<file path="src/rtl/pt_pkg.sv">
// Shared PT2262-style line definitions: code-bit encoding, word size, decoder FSM states.
// Latency: n/a (types and constants only).
// Backpressure: n/a.
package pt_pkg;

    // Code-bit symbols carried as 2-bit fields in the 24-bit word
    localparam logic [1:0] CB_ZERO  = 2'b00;   // short, short
    localparam logic [1:0] CB_ONE   = 2'b01;   // long,  long
    localparam logic [1:0] CB_FLOAT = 2'b10;   // short, long

    localparam int N_CODEBITS = 12;
    localparam int WORD_W     = 2 * N_CODEBITS;
    localparam int N_PULSES   = 2 * N_CODEBITS;

    typedef enum logic [1:0] {
        ST_HUNT  = 2'd0,
        ST_ARMED = 2'd1,
        ST_RECV  = 2'd2
    } pt_state_e;

    // Map a (first, second) pulse-width pair onto a code bit.
    // The long-short pair has no symbol; callers reject it before using this.
    function automatic logic [1:0] pair_to_cb(input logic first_long, input logic second_long);
        logic [1:0] cb;
        cb = CB_FLOAT;
        if (!first_long && !second_long) begin
            cb = CB_ZERO;
        end else if (first_long && second_long) begin
            cb = CB_ONE;
        end
        return cb;
    endfunction

endpackage

</file>
<file path="src/rtl/pt_pulse_meas.sv">
// Line front end: 2-FF synchronizer, rise detect, saturating high/low run counters.
// Latency: 2 clk synchronizer, then flags/lengths reflect the line one cycle later.
// Backpressure: none; free-running every clk.
module pt_pulse_meas #(
    parameter int ALPHA    = 4,
    parameter int SYNC_LOW = 64,
    parameter int CW       = 8
) (
    input  logic          clk,
    input  logic          rst,
    input  logic          i_rx,
    output logic          o_pulse_done,
    output logic          o_sync_gap,
    output logic          o_stuck_high,
    output logic [CW-1:0] o_h_len,
    output logic [CW-1:0] o_l_len
);
    localparam logic [CW-1:0] CNT_MAX  = {CW{1'b1}};
    localparam logic [CW-1:0] GAP_LEN  = CW'(SYNC_LOW);
    localparam logic [CW-1:0] STUCK_M1 = CW'(4 * ALPHA - 1);

    logic          r_sync1;
    logic          r_s;
    logic          r_s_d;
    logic [CW-1:0] r_h_cnt;
    logic [CW-1:0] r_l_cnt;
    logic          w_rise;

    assign w_rise = r_s & ~r_s_d;

    // A rise closes the previous pulse: lengths are presented as they stand this cycle
    assign o_pulse_done = w_rise;
    assign o_h_len      = r_h_cnt;
    assign o_l_len      = r_l_cnt;
    // l_cnt sits at GAP_LEN for exactly one cycle: it either keeps counting or a rise clears it
    assign o_sync_gap   = (r_l_cnt == GAP_LEN);
    // Fires in the cycle h_cnt steps onto 4*ALPHA, so it is a single pulse per high run
    assign o_stuck_high = r_s & ~w_rise & (r_h_cnt == STUCK_M1);

    // Synchronize the line and keep saturating run lengths; a rise clears both counters
    always_ff @(posedge clk) begin
        if (rst) begin
            r_sync1 <= 1'b0;
            r_s     <= 1'b0;
            r_s_d   <= 1'b0;
            r_h_cnt <= '0;
            r_l_cnt <= '0;
        end else begin
            r_sync1 <= i_rx;
            r_s     <= r_sync1;
            r_s_d   <= r_s;
            if (w_rise) begin
                r_h_cnt <= '0;
                r_l_cnt <= '0;
            end else if (r_s) begin
                if (r_h_cnt != CNT_MAX) r_h_cnt <= r_h_cnt + 1'b1;
            end else begin
                if (r_l_cnt != CNT_MAX) r_l_cnt <= r_l_cnt + 1'b1;
            end
        end
    end

endmodule

</file>
<file path="src/rtl/pt_dec.sv">
// PT2272-role decoder: pulse-pair classify, 24-bit word rebuild, sync-gap accept.
// Latency: valid SYNC_LOW+2 clk after the falling edge of the sync pulse.
// Backpressure: none; valid/err are 1-cycle pulses. Build option: PT_DEC_REPEAT_CHECK_EN.
module pt_dec
    import pt_pkg::*;
#(
    parameter int ALPHA    = 4,
    parameter int SYNC_LOW = 64,
    parameter int CW       = 8
) (
    input  logic              clk,
    input  logic              rst,
    input  logic              rx_in,
    output logic [WORD_W-1:0] data,
    output logic              valid,
    output logic              err,
    output logic              busy
);
    localparam int            PW          = CW + 1;
    localparam logic [CW-1:0] H_SHORT_MIN = CW'(ALPHA / 2);
    localparam logic [CW-1:0] H_LONG_MIN  = CW'(2 * ALPHA);
    localparam logic [CW-1:0] H_LONG_END  = CW'(4 * ALPHA);
    localparam logic [PW-1:0] P_MIN       = PW'(3 * ALPHA);
    localparam logic [PW-1:0] P_MAX       = PW'(5 * ALPHA);
    localparam logic [4:0]    PCNT_FULL   = 5'(N_PULSES);

    logic              w_pulse_done;
    logic              w_sync_gap;
    logic              w_stuck_high;
    logic [CW-1:0]     w_h_len;
    logic [CW-1:0]     w_l_len;
    logic [PW-1:0]     w_period;
    logic              w_h_short;
    logic              w_h_long;
    logic              w_p_ok;

    pt_state_e         r_state;
    pt_state_e         w_state_nxt;
    logic [4:0]        r_pcnt;
    logic [4:0]        w_pcnt_nxt;
    logic              r_first_long;
    logic              w_first_long_nxt;
    logic [WORD_W-1:0] r_shreg;
    logic [WORD_W-1:0] w_shreg_nxt;
    logic              w_accept;
    logic              w_err_nxt;

    pt_pulse_meas #(
        .ALPHA    (ALPHA),
        .SYNC_LOW (SYNC_LOW),
        .CW       (CW)
    ) u_meas (
        .clk          (clk),
        .rst          (rst),
        .i_rx         (rx_in),
        .o_pulse_done (w_pulse_done),
        .o_sync_gap   (w_sync_gap),
        .o_stuck_high (w_stuck_high),
        .o_h_len      (w_h_len),
        .o_l_len      (w_l_len)
    );

    assign w_period  = {1'b0, w_h_len} + {1'b0, w_l_len};
    assign w_h_short = (w_h_len >= H_SHORT_MIN) && (w_h_len < H_LONG_MIN);
    assign w_h_long  = (w_h_len >= H_LONG_MIN)  && (w_h_len < H_LONG_END);
    assign w_p_ok    = (w_period >= P_MIN) && (w_period <= P_MAX);
    assign busy      = (r_state == ST_RECV);

    // State, pulse counter, half-pair memory and shift register
    always_ff @(posedge clk) begin
        if (rst) begin
            r_state      <= ST_HUNT;
            r_pcnt       <= '0;
            r_first_long <= 1'b0;
            r_shreg      <= '0;
        end else begin
            r_state      <= w_state_nxt;
            r_pcnt       <= w_pcnt_nxt;
            r_first_long <= w_first_long_nxt;
            r_shreg      <= w_shreg_nxt;
        end
    end

    // Next state: hunt for a gap, arm, then collect 24 pulses and close on the sync gap.
    // A rise coinciding with a sync gap starts the next frame immediately so no pulse is lost.
    always_comb begin
        w_state_nxt      = r_state;
        w_pcnt_nxt       = r_pcnt;
        w_first_long_nxt = r_first_long;
        w_shreg_nxt      = r_shreg;
        w_accept         = 1'b0;
        w_err_nxt        = 1'b0;
        unique case (r_state)
            ST_HUNT: begin
                if (w_sync_gap) begin
                    w_state_nxt = w_pulse_done ? ST_RECV : ST_ARMED;
                    w_pcnt_nxt  = '0;
                end
            end
            ST_ARMED: begin
                if (w_pulse_done) begin
                    w_state_nxt = ST_RECV;
                    w_pcnt_nxt  = '0;
                end else if (w_stuck_high) begin
                    w_state_nxt = ST_HUNT;
                end
            end
            ST_RECV: begin
                if (w_stuck_high) begin
                    w_err_nxt   = 1'b1;
                    w_state_nxt = ST_HUNT;
                end else if (w_sync_gap) begin
                    if ((r_pcnt == PCNT_FULL) && w_h_short) begin
                        w_accept = 1'b1;
                    end else begin
                        w_err_nxt = 1'b1;
                    end
                    w_state_nxt = w_pulse_done ? ST_RECV : ST_ARMED;
                    w_pcnt_nxt  = '0;
                end else if (w_pulse_done) begin
                    if ((r_pcnt == PCNT_FULL) || !(w_h_short || w_h_long) || !w_p_ok) begin
                        w_err_nxt   = 1'b1;
                        w_state_nxt = ST_HUNT;
                    end else if (!r_pcnt[0]) begin
                        w_first_long_nxt = w_h_long;
                        w_pcnt_nxt       = r_pcnt + 1'b1;
                    end else if (r_first_long && !w_h_long) begin
                        w_err_nxt   = 1'b1;
                        w_state_nxt = ST_HUNT;
                    end else begin
                        w_shreg_nxt = {r_shreg[WORD_W-3:0], pair_to_cb(r_first_long, w_h_long)};
                        w_pcnt_nxt  = r_pcnt + 1'b1;
                    end
                end
            end
            default: begin
                w_state_nxt = ST_HUNT;
            end
        endcase
    end

`ifdef PT_DEC_REPEAT_CHECK_EN
    logic [WORD_W-1:0] r_pend;
    logic              r_pend_vld;

    // Publish a word only when it repeats the previous accepted frame; any err forgets it
    always_ff @(posedge clk) begin
        if (rst) begin
            data       <= '0;
            valid      <= 1'b0;
            err        <= 1'b0;
            r_pend     <= '0;
            r_pend_vld <= 1'b0;
        end else begin
            valid <= 1'b0;
            err   <= w_err_nxt;
            if (w_err_nxt) begin
                r_pend_vld <= 1'b0;
            end else if (w_accept) begin
                if (r_pend_vld && (r_pend == r_shreg)) begin
                    data  <= r_shreg;
                    valid <= 1'b1;
                end else begin
                    r_pend     <= r_shreg;
                    r_pend_vld <= 1'b1;
                end
            end
        end
    end
`else
    // Publish every accepted frame
    always_ff @(posedge clk) begin
        if (rst) begin
            data  <= '0;
            valid <= 1'b0;
            err   <= 1'b0;
        end else begin
            valid <= w_accept;
            err   <= w_err_nxt;
            if (w_accept) data <= r_shreg;
        end
    end
`endif

endmodule
</file>
<file path="config.mk">
export PLATFORM = sky130hd
export DESIGN_NAME = pt_dec
export DESIGN_NICKNAME = d
export VERILOG_FILES = /design/src/rtl/pt_pkg.sv /design/src/rtl/pt_pulse_meas.sv /design/src/rtl/pt_dec.sv
export SDC_FILE = /design/constraint.sdc
export NUM_CORES = 1
export LEC_CHECK = 0
export BUFFER_PORTS_ARGS = -buffer_cell sky130_fd_sc_hd__buf_2
export CAP_MARGIN = 20
export CELL_PAD_IN_SITES_DETAIL_PLACEMENT = 2
export CELL_PAD_IN_SITES_GLOBAL_PLACEMENT = 2
export CORE_UTILIZATION = 39
export CTS_BUF_LIST = sky130_fd_sc_hd__clkbuf_8
export DETAILED_ROUTE_END_ITERATION = 12
export PLACE_DENSITY = 0.79
export SLEW_MARGIN = 20
export SYNTH_ARGS = -nofsm -noshare
export SYNTH_HDL_FRONTEND = slang
export SYNTH_HIERARCHICAL = 1
export SYNTH_SLANG_ARGS = --single-unit
</file>
<file path="constraint.sdc">
create_clock -name clk -period 4.05 [get_ports clk]
set_clock_uncertainty 0.05 [all_clocks]
set_input_delay 0.6075 -clock clk [delete_from_list [all_inputs] [get_ports clk]]
set_output_delay 0.6075 -clock clk [all_outputs]
set_load 0.005 [all_outputs]
</file>
=== Word level (Yosys, flattened, before mapping) ===
Cells that the tools add are included.
W data, S select, Z words.

* Bitwise logic cells: 12
* Multiplexer cells: 33
* Reductions and logical operators: 25
* Equal/unequal tests: 17
* Magnitude comparators: 6
* Add/sub/neg operators: 4

{| class="wikitable"
|+ Operators by type and width
! kind !! number
|-
| $mux W5 || 8
|-
| $mux W2 || 12
|-
| $add A8 B1 Y8 const B || 2
|-
| $ne A8 B8 Y1 const B || 2
|-
| $pmux W5 S3 || 1
|-
| $reduce_and A7 Y1 || 2
|-
| $reduce_and A6 Y1 || 2
|-
| $mux W1 || 11
|-
| $ne A5 B1 Y1 const B || 2
|-
| $add A8 B8 Y9 || 1
|-
| $ge A9 B4 Y1 const B || 1
|-
| $le A9 B5 Y1 const B || 1
|-
| $not A1 Y1 || 9
|-
| $eq A8 B4 Y1 const B || 1
|-
| $eq A8 B7 Y1 const B || 1
|-
| $ge A8 B2 Y1 const B || 1
|-
| $ge A8 B4 Y1 const B || 1
|-
| $lt A8 B4 Y1 const B || 1
|-
| $lt A8 B5 Y1 const B || 1
|-
| $logic_and A1 B1 Y1 || 7
|-
| $ne A3 B1 Y1 const B || 2
|-
| $pmux W2 S3 || 1
|-
| $add A5 B1 Y5 const B || 1
|-
| $eq A5 B5 Y1 const B || 1
|-
| other kinds (15) || 25
|}

* Output and inout port bits: 27
* Logic and storage cells: 110
* Input port bits: 3
* Register bits after elaboration: 77

=== Depth between registers and ports, before layout ===
Gate-level depths: netlist of run 1.

* Depth after elaboration: 11
* Mapped depth: 11
* Depth with buffers taken out: 10

=== Cells and area by module ===
Netlist of run 1, hierarchy kept.

{| class="wikitable"
|+ Modules (own cells, without submodules)
! module !! area an instance (sq um) !! seq. area each (sq um) !! cells each !! times used
|-
| pt_dec || 2932.8 || 1161.1 || 311 || 1
|-
| pt_pulse_meas || 1086.0 || 380.4 || 118 || 1
|}

=== Worst setup path before layout of run 1 ===
OpenSTA, ideal clock, no wires.

* Path type: reg2reg
* Start point: reg u_meas.r_l_cnt[0], in the netlist u_meas/o_l_len[0]
* End point: reg r_shreg[10]
* Slack: 996 ps
* Required time: 3928 ps
* Buffers on the path: 1
* Data arrival time: 2933 ps
* Stages on the path, launching flop included: 11
* Setup time: 72 ps
* Clock period less this slack: 3054 ps
* Cell sequence: dfxtp_1 -> ha_1 -> inv_1 -> fa_1 -> nand2b_1 -> o2bb2ai_2 -> xnor2_1 -> or3b_1 -> a2111oi_4 -> buf_6 -> mux2i_1

* Word-level cells in the longest chain between the ends: 7
* Elaborated cells on any way between the ends: 10
* Classes of those cells: add/sub: 1; order compare: 2; eq/ne: 1; bitwise: 2; reduce/logical: 4

{| class="wikitable"
|+ RTL lines
! element !! RTL line !! text
|-
| start: declaration || pt_pulse_meas.sv:26 || <nowiki>logic [CW-1:0] r_l_cnt;</nowiki>
|-
| start signal: assignment || pt_pulse_meas.sv:58 || <nowiki>if (r_l_cnt != CNT_MAX) r_l_cnt <= r_l_cnt + 1'b1;</nowiki>
|-
| $add A8 B8 Y9 || pt_dec.sv:63 || <nowiki>assign w_period = {1'b0, w_h_len} + {1'b0, w_l_len};</nowiki>
|-
| $ge A9 B4 Y1 or $le A9 B5 Y1 (tied branches) || pt_dec.sv:66 || <nowiki>assign w_p_ok = (w_period >= P_MIN) && (w_period <= P_MAX);</nowiki>
|-
| $logic_and A1 B1 Y1 || pt_dec.sv:66 ||
|-
| $logic_not A1 Y1 || pt_dec.sv:121 || <nowiki>if ((r_pcnt == PCNT_FULL) || !(w_h_short || w_h_long) || !w_p_ok) begin</nowiki>
|-
| $logic_or A1 B1 Y1 || pt_dec.sv:121 ||
|-
| $not A1 Y1 (no line) || n/a ||
|-
| $reduce_and A7 Y1 (no line) * || n/a ||
|-
| end signal: assignment || pt_dec.sv:80 || <nowiki>r_shreg <= w_shreg_nxt;</nowiki>
|-
| end: declaration || pt_dec.sv:43 || <nowiki>logic [WORD_W-1:0] r_shreg;</nowiki>
|}

Every way passes the cells marked *; elsewhere a longest branch is shown, timed or not.
A chain may end at the register's enable or synchronous reset.

=== Worst setup path after layout of run 1 ===
* Start point: reg u_meas.r_l_cnt[0], in the netlist u_meas/o_l_len[0]
* End point: reg r_shreg[9]

The elaborated chain is that of the path after synthesis.

==> flow_summary.yaml, run 1 <==
synthesis:
  yosys.cell_count.top_type: "dfxtp_1"
  syn_area_um2: 4019
  synth.distinct_cells: 58
  ys.warnings.count: 6
  synth_fp_nets: 448
  ys.flop_type: "dfxtp_1"
  synth_top_area_cell: "dfxtp_1"
  yosys-top-cells-count: "77 x dfxtp_1, 55 x mux2i_1, 37 x nor2_1"
  seq_area_frac_synth_pct: 38.36
  syn_inst: 429
  synth-edff-count: 0
  synth.avg_cell_area_um2: 9.368
  ys_seq_elements: 77
  synth_top_area_share_pct: 38.36
  yosys-top-cells-area: "dfxtp_1 38%, mux2i_1 14%, nand2b_1 5.3%"
  async_flop_share_pct: 0
critical_path:
  cp.arrival_ns: 3.75
  cp_max_fo: 24
  crit_chain: "ha_1 -> inv_1 -> fa_1 -> xnor2_1 -> a2bb2oi_1 -> o22ai_1 -> or3b_1 -> a2111oi_4 -> buf_4 -> mux2i_1"
  crit_path_top_delay_cell: "dfxtp_1"
  start_kind: "register"
  timing.rr.start: "u_meas/o_l_len[0]"
  cpLargestDelayFamily: "compound AO/OA/AOI/OAI gates"
  worst-path-buf-inv: 2
  r2r_cells: 10
  endpoint_kind: "register"
  cpPeakStageDelay_ns: 0.50
  r2r_slack_ns: 0.50
  required_ns: 4.26
  r2r-end: "r_shreg[9]"
  worstSetupPathType: "reg -> reg"
route:
  drt_iter0_drc: 101
  routed-via-count: 3273
  routedWlPerCell_um: 18.79
  drc: 0
  drt.antenna.violating_nets: 0
  viasPerCell: 5.538
  first_pass_iters: 4
  routed_wl_um: 11100
global_routing:
  grt_max_degree: 52
  grt_pass1_wl_um: 18870
  track_usage_pct: 22.23
  antenna_found_initial: 0
  grt_overflow: 0
  grt_pass1_vias: 3607
floorplan:
  fp.dieH_um: 103.5
  core_area_um2: 9864
  die_x_um: 103.5
  fp-row-count: 36
  start_util_pct: 40.74
  dieArea_um2: 10710
  pin_count: 30
finish:
  fillers: 1104
  drive_above_1_share_pct: 14.85
  num_antenna_cells: 0
  nNetsFinal: 472
  stdcell_count: 591
  area_growth_pct: 10.83
place:
  dp_hpwl_um: 7634
  port-buffer-count: 29
  placed_cells: 575
  gp_congestion: 0.7579
sta:
  fin_hold_ws_ns: 0.3945
  setup_viol: 0
  tightest_slew_ns: 0.5284
  slew_viol_final: 0
  min_period_ns: 3.545
  slew_headroom_pct: 63.76
  max_freq_ghz: 0.2821
  period_share_pct: 87.53
  finalHoldViolCount: 0
  tns_ns: 0
  rsz0062_at_grt: "no"
cts:
  numCtsBuffers: 9
  tritoncts: "done"
  cts-root-buf: "clkbuf_8"
  cts_resized: 0
  clkLatencyLatePin_ns: 0.34
  clk_path_buf_depth: 2
  path_clk_slew_ns: 0.09
  postCtsSetupBuffers: 0
  ctsHtreeMaxLevel: 3
  clock-sinks: 77
  postCtsHoldBufs: 0
power:
  p_total_uw: 1431
  ir_worst_vdd_mv: 0.2155
  switching_share_pct: 24.15
  seqPwrFrac_pct: 53.8
  internal_power_uw: 1085
  power_switching_uw: 345.5
  power.share.combinational_pct: 3.9
  p_per_area_nw_per_um2: 321.2
  clkPwrFrac_pct: 42.3
  leakage_uw: 0.001612
hold_path:
  hold_class: "reg -> reg"
  hold_path_depth: 1
  hp-start: "u_meas/r_sync1"
  holdPathEnd: "u_meas/r_s"
job:
  maxCapViolations: 0
status:
  run_status: "completed"
==> routing by layer <==
metal  vias to the layer above  routed length, µm  share of wire (%)  global-route usage [%]
met3                        14                196                1.8                   3.587
met4                         0                156                1.4                   7.039
met2                        34               5709                 51                   39.12
li1                       1594                  -                  -                       -
met1                      1631               5040                 45                   27.66
met5                         -                  0                  0                       0
==> area by class of cell <==
type                       count  area (µm²)  area share [%]
clock buffer                  10       137.6           3.090
clock inverter                 6       62.56           1.404
inverter                      17       63.81           1.433
multi-input combinational    314        2300           51.63
sequential                    77        1541           34.61
tap                          133       166.4           3.736
timing repair buffer          34       182.7           4.101
==> stage by stage <==
stage	utilization, %	cell area (µm²)	setup slack (ns)
after floorplan	-	4019	0.9958
after global placement	43.13	4254	0.8521
after detailed placement	43.13	4254	0.5649
after CTS	45.15	4454	0.5078
after global routing	45.15	4454	0.2567
final	45.15	4454	0.5048
==> worst max-delay path by stage <==
stage | from | end | slack (ns) | depth (start not counted)
finish | u_meas/o_l_len[0] | r_shreg[9] | 0.50 | 10
detailed placement | u_meas/o_l_len[0] | r_shreg[17] | 0.56 | 10
global route | u_meas/o_l_len[0] | r_shreg[9] | 0.26 | 10
floorplan | u_meas/o_l_len[0] | r_shreg[10] | 1.0 | 10
CTS | u_meas/o_l_len[0] | r_shreg[9] | 0.51 | 10
global placement | u_meas/o_l_len[0] | r_shreg[20] | 0.85 | 10
==> state kept, by name, summed over array words and instances, names as in the netlist <==
name            count
u_meas/o_l_len      8
err                 1
data               24
r_pcnt              5
u_meas/o_h_len      8
valid               1
u_meas/r_s_d        1
r_state             2
r_shreg            24
r_first_long        1
u_meas/r_sync1      1
u_meas/r_s          1
==> layout by cell type, fill, tap and decap left out, types with 10 or more instances in the layout <==
cell type	count
nor4_1	10
nor2_1	36
mux2i_1	55
dfxtp_1	77
nor3_1	10
nand3b_1	10
buf_2	29
inv_1	19
nand2b_1	34
nand2_1	22
ha_1	15
clkbuf_8	10
a21oi_1	20
==> power by group through the flow <==
stage          logic, µW  clock network, µW  registers (µW)
6_report            55.6                605             770
5_1_grt             62.3                657             771
4_1_cts             56.4                629             770
3_5_place_dp        55.7                  0             788
3_3_place_gp        52.9                  0             787
2_1_floorplan       42.9                  0             784
==> cells by family after synthesis <==
kind of cell             synth area share (%)
XOR/XNOR                               0.4359
flip-flops                              38.36
buffers and inverters                   4.483
AO/OA/AOI/OAI                           11.15
multiplexers                            14.26
AND/OR/NAND/NOR                         26.15
adder cells (fa/ha/maj)                 5.168
Note: power is estimated with default switching activity, not from simulation.
==> run 2, diff against run 1 <==
--- a/config.mk
+++ b/config.mk
@@ -7,7 +7,7 @@
 export LEC_CHECK = 0
 export BUFFER_PORTS_ARGS = -buffer_cell sky130_fd_sc_hd__buf_2
 export CAP_MARGIN = 20
-export CELL_PAD_IN_SITES_DETAIL_PLACEMENT = 2
+export CELL_PAD_IN_SITES_DETAIL_PLACEMENT = 1
 export CELL_PAD_IN_SITES_GLOBAL_PLACEMENT = 2
 export CORE_UTILIZATION = 39
 export CTS_BUF_LIST = sky130_fd_sc_hd__clkbuf_8
==> run 2 against run 1 <==
  * Fmax is 5.1% higher
  * Clock power decreased by 5.1%
  * Sequential share of layout area is 0.11 points higher
==> flow_summary.yaml, run 2 (synthesis results as in run 1) <==
route:
  routed_wl_um: 9279
  drt.antenna.violating_nets: 0
  drc: 0
  routedWlPerCell_um: 15.73
  routed-via-count: 3185
  viasPerCell: 5.398
  first_pass_iters: 4
  drt_iter0_drc: 124
global_routing:
  track_usage_pct: 18.34
  grt_pass1_vias: 3207
  grt_max_degree: 52
  grt_pass1_wl_um: 16090
  grt_overflow: 0
  antenna_found_initial: 0
cts:
  postCtsSetupBuffers: 0
  clock-sinks: 77
  path_clk_slew_ns: 0.08
  cts-root-buf: "clkbuf_8"
  numCtsBuffers: 9
  cts_resized: 0
  clk_path_buf_depth: 2
  ctsHtreeMaxLevel: 3
  clkLatencyLatePin_ns: 0.35
  tritoncts: "done"
  postCtsHoldBufs: 0
finish:
  layout_commonest_cell: "dfxtp_1"
  num_antenna_cells: 0
  nNetsFinal: 472
  drive_above_1_share_pct: 15.10
  area_growth_pct: 10.49
  biggestRegsByFlops: "data: 24 flops, r_shreg: 24 flops"
  final_cell_mix: "77 x dfxtp_1, 55 x mux2i_1, 36 x nor2_1, 34 x nand2b_1, 29 x buf_2"
  stdcell_count: 590
place:
  dp_worst_setup_slack_ns: 0.6480
  placed_cells: 575
  dp_hpwl_um: 6526
  gp_congestion: 0.7579
  port-buffer-count: 29
power:
  power_switching_uw: 333.2
  p_per_area_nw_per_um2: 314.9
  ir_worst_vdd_mv: 0.1315
  power.share.combinational_pct: 3.9
  clkPwrFrac_pct: 41.1
  switching_share_pct: 23.83
  leakage_uw: 0.001605
  p_total_uw: 1398
  seqPwrFrac_pct: 55.0
  internal_power_uw: 1065
floorplan:
  core_area_um2: 9864
  dieArea_um2: 10710
  fp-row-count: 36
  fp.dieH_um: 103.5
  pin_count: 30
  start_util_pct: 40.74
  die_x_um: 103.5
sta:
  max_freq_ghz: 0.2966
  finalHoldViolCount: 0
  rsz0062_at_grt: "no"
  min_period_ns: 3.372
  slew_headroom_pct: 63.64
  period_share_pct: 83.25
  tightest_slew_ns: 0.5302
  tns_ns: 0
  setup_viol: 0
  slew_viol_final: 0
  worst_slack_ns: 0.6784
status:
  run_status: "completed"
critical_path:
  required_ns: 4.28
  cpLargestDelayFamily: "adder cells"
  start_kind: "register"
  crit_chain: "ha_1 -> inv_1 -> fa_1 -> xnor2_1 -> a2bb2oi_1 -> o22ai_1 -> or3b_1 -> a2111oi_4 -> buf_4 -> mux2i_1"
  worst-path-buf-inv: 2
  cpPeakStageDelay_ns: 0.49
  cp.arrival_ns: 3.60
  crit_path_top_delay_cell: "dfxtp_1"
  worstSetupPathType: "reg -> reg"
  endpoint_kind: "register"
  cp_max_fo: 24
hold_path:
  hold_class: "reg -> reg"
job:
  maxCapViolations: 0
run 2: path summary, 6_finish.rpt:
kind         cells past startpoint  slack [ns]              start     endpoint
max                             10        0.68  u_meas/o_l_len[0]  r_shreg[22]
min                              1        0.40     u_meas/r_sync1   u_meas/r_s
max reg2reg                     10        0.68  u_meas/o_l_len[0]  r_shreg[22]
min reg2reg                      1        0.40     u_meas/r_sync1   u_meas/r_s
run 2: per-stage QoR:
stage               utilization [%]  area, µm²  hold slack (ns)
CTS                           45.02       4441           0.3918
global route                  45.02       4441           0.4034
global placement              43.13       4254           0.3754
detailed placement            43.13       4254           0.3846
floorplan                         -       4019           0.3638
finish                        45.02       4441           0.4009
run 2: cell type report:
type                            count  area, µm²
Sequential cell                    77       1541
Clock inverter                      6      62.56
Inverter                           17      63.81
Multi-Input combinational cell    314       2300
Timing Repair Buffer               34      182.7
Tap cell                          133      166.4
Fill cell                        1156       5424
Clock buffer                        9      123.9
run 2: routing by layer:
metal	global-route usage (%)	routed length [µm]	vias up
li1	-	-	1588
met1	25.21	4802	1545
met2	29.10	4130	41
met3	3.776	234	11
met4	4.969	111	0
met5	0	0	-
run 2: worst register-to-register path: cells and delay by family (launching register included):
kind	cells	cell delay [ns]
and+or+nand+nor	1	0.42
DFF	1	0.49
xor gates and xnor gates	1	0.26
buffers and inverters	2	0.48
adders and majority gates	2	0.67
AOI/OAI and AO/OA	3	0.65
muxes	1	0.26
run 2: power by group through the flow:
stage               logic [µW]  registers, µW  clock network (µW)
floorplan                 42.9            784                   0
global placement          52.9            787                   0
detailed placement        55.1            788                   0
CTS                       55.1            770                 600
global route              61.4            771                 632
finish                    54.4            769                 574
==> run 3, diff against run 2 <==
==> constraint.sdc (replaced) <==
create_clock -name clk -period 3.2 [get_ports clk]
set_clock_uncertainty 0.05 [all_clocks]
set_input_delay 0.48 -clock clk [delete_from_list [all_inputs] [get_ports clk]]
set_output_delay 0.48 -clock clk [all_outputs]
set_load 0.005 [all_outputs]
==> run 3 against run 2 <==
  * Total power increased by 27%
  * Largest cell class unchanged
  * Via count grew 0.50%
  * Final area grew 3.2%
  * Routed wire length increased by 3.8%
  * Largest power group unchanged
  * Critical path depth is 1 higher
  * Clock power increased by 26%
  * Cell count up 2.0%
==> flow_summary.yaml, run 3 (synthesis results as in run 1) <==
status:
  run_status: "completed"
global_routing:
  grt_pass1_wl_um: 16840
  grt_max_degree: 41
  grt_pass1_vias: 3319
  track_usage_pct: 19.35
  grt_overflow: 0
  antenna_found_initial: 0
power:
  p_per_area_nw_per_um2: 386.9
  ir_worst_vdd_mv: 0.2536
  switching_share_pct: 25.07
  seqPwrFrac_pct: 54.6
  internal_power_uw: 1329
  power_switching_uw: 444.6
  p_total_uw: 1774
  clkPwrFrac_pct: 40.8
  power.share.combinational_pct: 4.6
  leakage_uw: 0.001681
floorplan:
  dieArea_um2: 10710
  die_x_um: 103.5
  pin_count: 30
  fp.dieH_um: 103.5
  fp-row-count: 36
  core_area_um2: 9864
  start_util_pct: 40.74
critical_path:
  endpoint_kind: "register"
  worstSetupPathType: "reg -> reg"
  cp.arrival_ns: 3.22
  required_ns: 3.44
  r2r_slack_ns: 0.22
  start_kind: "register"
  cp_max_fo: 12
route:
  routed-via-count: 3201
  drt_iter0_drc: 83
  drt.antenna.violating_nets: 0
  first_pass_iters: 4
  viasPerCell: 5.317
  routedWlPerCell_um: 16.01
  drc: 0
  routed_wl_um: 9636
sta:
  min_period_ns: 2.978
  setup_viol: 0
  rsz0062_at_grt: "no"
  worst_slack_ns: 0.2220
  finalHoldViolCount: 0
  slew_headroom_pct: 38.29
  slew_viol_final: 0
  max_freq_ghz: 0.3358
  period_share_pct: 93.06
  tns_ns: 0
  tightest_slew_ns: 0.9186
  fin_hold_ws_ns: 0.2887
place:
  gp_congestion: 0.7522
  dp_worst_setup_slack_ns: 0.05362
  port-buffer-count: 29
  dp_hpwl_um: 6813
job:
  maxCapViolations: 0
finish:
  area_growth_pct: 14.07
  num_antenna_cells: 0
  nNetsFinal: 483
  fillers: 1138
  drive_above_1_share_pct: 17.91
  layout_commonest_cell: "dfxtp_1"
  biggestRegsByFlops: "data: 24 flops, r_shreg: 24 flops"
  final_cell_mix: "76 x dfxtp_1, 55 x mux2i_1, 36 x nor2_1, 34 x nand2b_1, 29 x buf_2"
cts:
  cts-root-buf: "clkbuf_8"
  clk_path_buf_depth: 2
  path_clk_slew_ns: 0.08
  numCtsBuffers: 9
  clkLatencyLatePin_ns: 0.36
  postCtsHoldBufs: 0
  ctsHtreeMaxLevel: 3
  clock-sinks: 77
  tritoncts: "done"
hold_path:
  hold_class: "in -> reg"
run 3: changes by cell type in the layout (fill, tap and decap cells not counted), moves of 2 or more:
cell | previous run | this run
buf_12 | 0 | 2
buf_4 | 5 | 13
clkbuf_8 | 9 | 11
clkinv_2 | 3 | 0
run 3: what timing repair did:
item	4_1_cts	5_1_grt
endpoints found under the setup margin	0	24
setup buffers	0	1
gates resized for setup	0	3
run 3: worst max-delay path, cell delays in order (launching register included):
cell and delay (ns):
dfxtp_2 0.39, ha_1 0.18, inv_1 0.06, fa_2 0.39, nand2b_1 0.18, o2bb2ai_2 0.15
xnor2_1 0.19, or3b_1 0.45, a2111oi_4 0.34, buf_4 0.19, clkbuf_16 0.18, mux2i_1 0.18
run 3: power groups by stage:
stage / sequential (µW) / clock (µW) / combinational, µW
CTS: 968 / 753 / 80.4
global placement: 991 / 0 / 78.7
global route: 970 / 797 / 90.2
detailed placement: 991 / 0 / 80.1
finish: 969 / 724 / 80.9
floorplan: 992 / 0 / 54.4
run 3: layout make-up:
class	count	area, µm²	share of cell area [%]
multi-input combinational	314	2310	50.38
sequential	77	1543	33.65
timing repair buffer	45	307.8	6.714
tap	133	166.4	3.630
clock buffer	11	151.4	3.302
inverter	17	63.81	1.392
clock inverter	5	42.54	0.9279
run 3: worst paths after layout:
check,depth (start not counted),end,startpoint
min,2,u_meas/r_sync1,rx_in
max,11,r_shreg[18],u_meas/o_h_len[0]
min reg2reg,1,u_meas/r_s,u_meas/r_sync1
max reg2reg,11,r_shreg[18],u_meas/o_h_len[0]
run 3: stage by stage:
| step | instances | util, % | instance area [µm²] |
|---|---|---|---|
| 6_report | 602 | 46.47 | 4584 |
| 3_5_place_dp | 584 | 44.06 | 4347 |
| 4_1_cts | 600 | 46.03 | 4541 |
| 2_1_floorplan | 429 | - | 4019 |
| 5_1_grt | 602 | 46.47 | 4584 |
| 3_3_place_gp | 584 | 44.06 | 4347 |
run 3: routing by layer:
metal	part of all wire, %	global-route usage [%]	up-vias
met4	1.7	7.764	0
met5	0	0	-
met2	43	29.05	32
li1	-	-	1613
met3	1.9	2.958	15
met1	53	27.61	1541
